File: src/rtl/lsu_nb_mem_unit.sv
// Purpose : non-blocking load/store tracker between the LSU pipe and the dcache; tags every dcache request,
//           accepts responses out of order and completes them to the pipe strictly in issue order.
// Latency : request passes through combinationally; a response accepted at edge N is visible as resp_valid_o after edge N.
// Backpr. : req_ready_o follows dc_req_ready_i, and drops while the tracker is full or flush_i is high;
//           completions wait at head until resp_ready_i.
// Ports   : clk_i/rstn_i clock and async active-low reset; flush_i kills everything in flight;
//           req_* pipe request in; dc_req_* tagged request to dcache; dc_resp_* tagged dcache response;
//           resp_* in-order completion out; inflight_cnt_o current occupancy.
module lsu_nb_mem_unit #(
  parameter int unsigned DEPTH = 4,
  parameter int unsigned TAG_W = 7,
  parameter int unsigned ID_W  = 8
) (
  input  logic                       clk_i,
  input  logic                       rstn_i,
  input  logic                       flush_i,
  // pipe request
  input  logic                       req_valid_i,
  output logic                       req_ready_o,
  input  logic [63:0]                req_addr_i,
  input  logic [63:0]                req_data_i,
  input  logic [3:0]                 req_size_i,
  input  logic                       req_is_store_i,
  input  logic [ID_W-1:0]            req_id_i,
  // dcache request
  output logic                       dc_req_valid_o,
  input  logic                       dc_req_ready_i,
  output logic [63:0]                dc_req_addr_o,
  output logic [63:0]                dc_req_data_o,
  output logic [3:0]                 dc_req_size_o,
  output logic                       dc_req_is_store_o,
  output logic [TAG_W-1:0]           dc_req_tag_o,
  // dcache response
  input  logic                       dc_resp_valid_i,
  input  logic [TAG_W-1:0]           dc_resp_tag_i,
  input  logic [63:0]                dc_resp_data_i,
  // in-order completion
  output logic                       resp_valid_o,
  input  logic                       resp_ready_i,
  output logic [ID_W-1:0]            resp_id_o,
  output logic [63:0]                resp_data_o,
  output logic                       resp_is_store_o,
  output logic [$clog2(DEPTH):0]     inflight_cnt_o
);

  localparam int unsigned PTR_W = $clog2(DEPTH);
  localparam int unsigned CNT_W = PTR_W + 1;

  // entry storage
  logic [DEPTH-1:0] ent_valid;
  logic [DEPTH-1:0] ent_done;
  logic [DEPTH-1:0] ent_killed;
  logic [DEPTH-1:0] ent_is_store;
  logic [TAG_W-1:0] ent_tag  [DEPTH];
  logic [ID_W-1:0]  ent_id   [DEPTH];
  logic [3:0]       ent_size [DEPTH];
  logic [2:0]       ent_addr [DEPTH];
  logic [63:0]      ent_data [DEPTH];

  logic [PTR_W-1:0] head_q;
  logic [PTR_W-1:0] tail_q;
  logic [TAG_W-1:0] tag_q;
  logic [CNT_W-1:0] count_q;

  logic full;
  logic alloc;
  logic head_rdy;
  logic retire;

  assign full = (count_q == CNT_W'(DEPTH));

  // request path is a pure pass-through; only the handshake is gated
  assign dc_req_valid_o    = req_valid_i & ~full & ~flush_i;
  assign req_ready_o       = dc_req_ready_i & ~full & ~flush_i;
  assign dc_req_addr_o     = req_addr_i;
  assign dc_req_data_o     = req_data_i;
  assign dc_req_size_o     = req_size_i;
  assign dc_req_is_store_o = req_is_store_i;
  assign dc_req_tag_o      = tag_q;

  assign alloc = dc_req_valid_o & dc_req_ready_i;

  // head is complete once its response has landed; killed heads drop without a handshake
  assign head_rdy     = ent_valid[head_q] & ent_done[head_q];
  assign resp_valid_o = head_rdy & ~ent_killed[head_q];
  assign retire       = (head_rdy & ent_killed[head_q]) | (resp_valid_o & resp_ready_i);

  assign resp_id_o       = ent_id[head_q];
  assign resp_is_store_o = ent_is_store[head_q];
  assign inflight_cnt_o  = count_q;

  // load data formatting: the dcache returns the whole aligned dword, pick the lane by addr[2:0]
  logic [31:0] lane;
  logic [63:0] fmt_data;

  always_comb begin
    lane     = 32'(ent_data[head_q] >> {ent_addr[head_q], 3'b000});
    fmt_data = ent_data[head_q];
    case (ent_size[head_q])
      4'b0000: fmt_data = {{56{lane[7]}},  lane[7:0]};
      4'b0001: fmt_data = {{48{lane[15]}}, lane[15:0]};
      4'b0010: fmt_data = {{32{lane[31]}}, lane[31:0]};
      4'b0100: fmt_data = {56'd0, lane[7:0]};
      4'b0101: fmt_data = {48'd0, lane[15:0]};
      4'b0110: fmt_data = {32'd0, lane[31:0]};
      default: fmt_data = ent_data[head_q];
    endcase
    resp_data_o = ent_is_store[head_q] ? 64'd0 : fmt_data;
  end

  always_ff @(posedge clk_i or negedge rstn_i) begin
    if (!rstn_i) begin
      head_q       <= '0;
      tail_q       <= '0;
      tag_q        <= '0;
      count_q      <= '0;
      ent_valid    <= '0;
      ent_done     <= '0;
      ent_killed   <= '0;
      ent_is_store <= '0;
      for (int i = 0; i < int'(DEPTH); i++) begin
        ent_tag[i]  <= '0;
        ent_id[i]   <= '0;
        ent_size[i] <= '0;
        ent_addr[i] <= '0;
        ent_data[i] <= '0;
      end
    end else begin
      // tags in flight are unique (DEPTH < 2**TAG_W), so at most one entry matches
      if (dc_resp_valid_i) begin
        for (int i = 0; i < int'(DEPTH); i++) begin
          if (ent_valid[i] && !ent_done[i] && (ent_tag[i] == dc_resp_tag_i)) begin
            ent_done[i] <= 1'b1;
            ent_data[i] <= dc_resp_data_i;
          end
        end
      end

      // killed entries stay resident until their response drains
      if (flush_i) begin
        ent_killed <= ent_killed | ent_valid;
      end

      if (retire) begin
        ent_valid[head_q] <= 1'b0;
        head_q            <= head_q + PTR_W'(1);
      end

      // head and tail only coincide when empty or full, so retire and alloc never hit the same slot
      if (alloc) begin
        ent_valid[tail_q]    <= 1'b1;
        ent_done[tail_q]     <= 1'b0;
        ent_killed[tail_q]   <= 1'b0;
        ent_is_store[tail_q] <= req_is_store_i;
        ent_tag[tail_q]      <= tag_q;
        ent_id[tail_q]       <= req_id_i;
        ent_size[tail_q]     <= req_size_i;
        ent_addr[tail_q]     <= req_addr_i[2:0];
        tail_q               <= tail_q + PTR_W'(1);
        tag_q                <= tag_q + TAG_W'(1);
      end

      count_q <= count_q + CNT_W'(alloc) - CNT_W'(retire);
    end
  end

endmodule
File: config.mk
export PLATFORM = sky130hd
export DESIGN_NAME = lsu_nb_mem_unit
export DESIGN_NICKNAME = d
export VERILOG_FILES = /design/src/rtl/lsu_nb_mem_unit.sv
export SDC_FILE = /design/constraint.sdc
export NUM_CORES = 1
export LEC_CHECK = 0
export BUFFER_PORTS_ARGS = -buffer_cell sky130_fd_sc_hd__buf_2
export CAP_MARGIN = 20
export CORE_MARGIN = 2
export CORE_UTILIZATION = 42
export DETAILED_ROUTE_END_ITERATION = 10
export PLACE_DENSITY = 0.64
export SLEW_MARGIN = 20
export SYNTH_ARGS = -nofsm -noshare
export SYNTH_HDL_FRONTEND = slang
export SYNTH_SLANG_ARGS = --single-unit
File: constraint.sdc
create_clock -name clk_i -period 3.7 [get_ports clk_i]
set_input_delay 0.555 -clock clk_i [delete_from_list [all_inputs] [get_ports clk_i]]
set_output_delay 0.555 -clock clk_i [all_outputs]
set_load 0.02 [all_outputs]
==> flow_summary.ini <==
[clocking]
cts_tree = built
clock_latency_ps = 580
ctsHoldBuffers = 0
cts-buffers-inserted = 41
cts_sinks = 374
cts_buffer_depth = 3
root_buffer = clkbuf_16
htreeDepth = 2
clkTransAtPathRegs_ps = 60

[worst_setup_path]
worstPathMaxFanout = 13
startpoint_type = register
path_class = register to output port
end_kind = output port
cp_data_required_time_ps = 3140
worstPathArrival_ps = 3440

[layout]
area_growth_pct = 18.9
finalInstanceArea_um2 = 23400
fin_nets = 1810
drive_above_1_share_pct = 55.1
fillers = 3999

[timing]
fin_skew_ps = 26.9
finalCritPeriodShare_pct = 108
finalSetupViolCount = 58
worstMarginPinSlew_ps = 878
period_needed_ps = 4000
slew_violations = 0
max-slew-margin-rel_pct = 41.5
max_freq_mhz = 250
rsz0062_at_grt = true
finalHoldViolCount = 0
setup_ws_ps = -295

[outcome]
status = finished with violations
violations = setup timing

[min_path]
hold_path_class = primary input to asynchronous set/reset pin

[floorplanning]
coreArea_um2 = 46500
row_count = 79
initial_core_util_pct = 42.5
die_w_um = 221
io_pins = 438
die_y_um = 221
dieArea_um2 = 48700

[global_route]
grt_pass1_vias = 13300
use_met2_pct = 39.4
grt-ovfl-total = 0
grt_max_degree = 104
grtUsageTotal_pct = 24.0
top_usage_layer = met2
use_met3_pct = 6.98
grt_pass1_wl_um = 86500
grt_antenna_before_repair = 12
grt_use_met1_pct = 28.7

[detailed_routing]
wl_per_cell_um = 26.8
drtPass1Iterations = 7
drt_wl_total_um = 59500
drt-initial-drc-count = 731
drc = 0
vias_per_cell = 5.83
ant_nets = 0
vias = 13000

[job]
cap_violations = 0

[yosys]
netlist_instances = 1463
yosys.area.top_type = dfrtp_1
syn_nets = 1694
synth.avg_cell_area_um2 = 13.5
synth.distinct_cells = 52
syn-cell-area_um2 = 19700
yosysTopAreaCellShare_pct = 47.4
postSynth.asyncResetShare_pct = 100
ys_warn_count = 0
synth_edf_count = 0
ys_seq_area_share_pct = 47.4
synth-seq-cells = 374
synth_area_leaders = dfrtp_1 (47%), mux2_2 (20%), mux4_2 (10%)
ys.flop_type = dfrtp_1

[place]
dp_hpwl_um = 40900
numPortBuffers = 187
globalplace.congestion = 0.937
place_area_um2 = 20600

[power]
clockPowerShare_pct = 18.7
power_frac_seq_pct = 23.5
combPwrFrac_pct = 57.8
cellInternalPower_mw = 13.5
p_per_area_nw_per_um2 = 966
power.total_mw = 22.7
switchingPower_mw = 9.17
p_sw_share_pct = 40.5
power.leakage_nw = 11.0
ir_drop_uv = 751
## cell families (layout without fill, tap and decap cells)
group | after synthesis | count (layout) | synth area share [%]
AOI/OAI and AO/OA | 160 | 161 | 6.23
xor gates and xnor gates | 39 | 39 | 1.73
adders and majority gates | 13 | 13 | 0.856
buffers and inverters | 243 | 390 | 7.45
DFF | 374 | 374 | 47.4
muxes | 493 | 493 | 32.9
other | 0 | 5 | 0
and+or+nand+nor | 141 | 141 | 3.41
## critical path, stage by stage, from the launching register on
cell,delay (ps)
dfrtp_4,520
buf_12,160
mux4_2,540
or4_4,570
a31oi_4,200
nand4b_1,130
nand4_1,150
buf_6,140
clkbuf_16,160
o21a_1,150
buf_6,120
## cell usage in the layout (no fill, tap or decap), types with 5 or more instances in the layout
cell | Yosys | routed
dfrtp_1 | 374 | 372
mux2_2 | 358 | 358
buf_2 | 26 | 123
buf_4 | 134 | 91
mux4_2 | 88 | 88
buf_6 | 3 | 57
clkbuf_16 | 0 | 47
nor2_1 | 44 | 44
nand2_1 | 45 | 44
mux2i_1 | 46 | 39
o21a_1 | 32 | 30
xnor2_1 | 20 | 20
xor2_1 | 19 | 19
a211oi_2 | 0 | 19
buf_12 | 0 | 18
o21ai_0 | 19 | 16
o22ai_1 | 15 | 15
a311oi_2 | 10 | 15
inv_1 | 13 | 12
and3_1 | 11 | 11
ha_1 | 11 | 11
a21oi_1 | 11 | 9
clkbuf_1 | 56 | 9
o211ai_1 | 8 | 8
nand4_1 | 8 | 8
a31oi_4 | 1 | 8
a221o_1 | 8 | 8
a31oi_1 | 14 | 7
mux2i_2 | 0 | 6
clkbuf_8 | 0 | 6
diode_2 | 0 | 5
clkinv_2 | 0 | 5
## power groups by stage
stage	Combinational [mW]	Sequential [mW]	Clock [mW]
floorplan	6.95	5.25	0
global placement	9.77	5.36	0
detailed placement	9.85	5.40	0
CTS	12.0	5.33	4.35
global route	13.7	5.43	4.53
finish	13.1	5.33	4.24
## synthesized netlist by cell type (9+ instances only)
library cell / n
inv_1: 13
buf_1: 10
mux2_2: 358
nor2b_1: 9
o22ai_1: 15
xnor2_1: 20
and3_1: 11
o21a_1: 32
o21ai_0: 19
a21oi_1: 11
ha_1: 11
dfrtp_1: 374
a311oi_2: 10
mux2i_1: 46
xor2_1: 19
nor2_1: 44
a211oi_1: 21
buf_4: 134
buf_2: 26
a31oi_1: 14
mux4_2: 88
clkbuf_1: 56
nand2_1: 45
## layout make-up
class	instances	area (um2)	share of cell area, %
Antenna cell	5	12.5	0.0534
Inverter	14	57.6	0.245
Tap cell	607	759	3.24
Timing Repair Buffer	301	2570	11.0
Clock inverter	18	238	1.01
Multi-Input combinational cell	847	9280	39.6
Sequential cell	374	9370	39.9
Clock buffer	57	1170	4.98
## state kept, by name (all words and copies together) (netlist names)
signal / flops
ent_data: 256
ent_id: 32
ent_tag: 28
ent_size: 16
ent_addr: 12
dc_req_tag_o: 7
ent_done: 4
ent_is_store: 4
ent_killed: 4
ent_valid: 4
inflight_cnt_o: 3
head_q: 2
tail_q: 2
## layer usage
metal	vias to the layer above	part of all wire, %
li1	5508	-
met1	6716	37
met2	532	49
met3	197	8.3
met4	10	5.1
met5	-	0.11
## through the flow
| step | hold WS, ps | setup slack (ps) | utilization (%) | TNS (ps) | std cells |
|---|---|---|---|---|---|
| 2_1_floorplan | 259 | 325 | - | 0 | 1463 |
| 3_3_place_gp | 476 | 83.2 | 44.3 | 0 | 2085 |
| 3_5_place_dp | 482 | 31.4 | 44.3 | 0 | 2085 |
| 4_1_cts | 66.0 | -298 | 49.4 | -13880 | 2197 |
| 5_1_grt | 109 | -395 | 50.5 | -20140 | 2221 |
| 6_report | 50.1 | -295 | 50.5 | -13690 | 2223 |
## repair_timing
| action | CTS | global route |
|---|---|---|
| setup buffers | 33 | 17 |
| gates cloned | 4 | 5 |
| resized for setup | 163 | 51 |
| endpoints found under the setup margin | 64 | 64 |
| pin swaps | 36 | 23 |
## final timing paths
check / start / end / slack, ps / cells past startpoint
hold / removal: rstn_i / ent_data[162] / 50 / 1
min in group clk_i: dc_resp_data_i[59] / ent_data[187] / 250 / 2
setup / recovery: head_q[0] / resp_data_o[63] / -300 / 10
setup reg to reg: head_q[0] / inflight_cnt_o[2] / 690 / 11
hold reg to reg: inflight_cnt_o[2] / inflight_cnt_o[2] / 490 / 1
max in group asynchronous: rstn_i / ent_data[42] / 2580 / 2
Power figures use the tool's default switching activity.
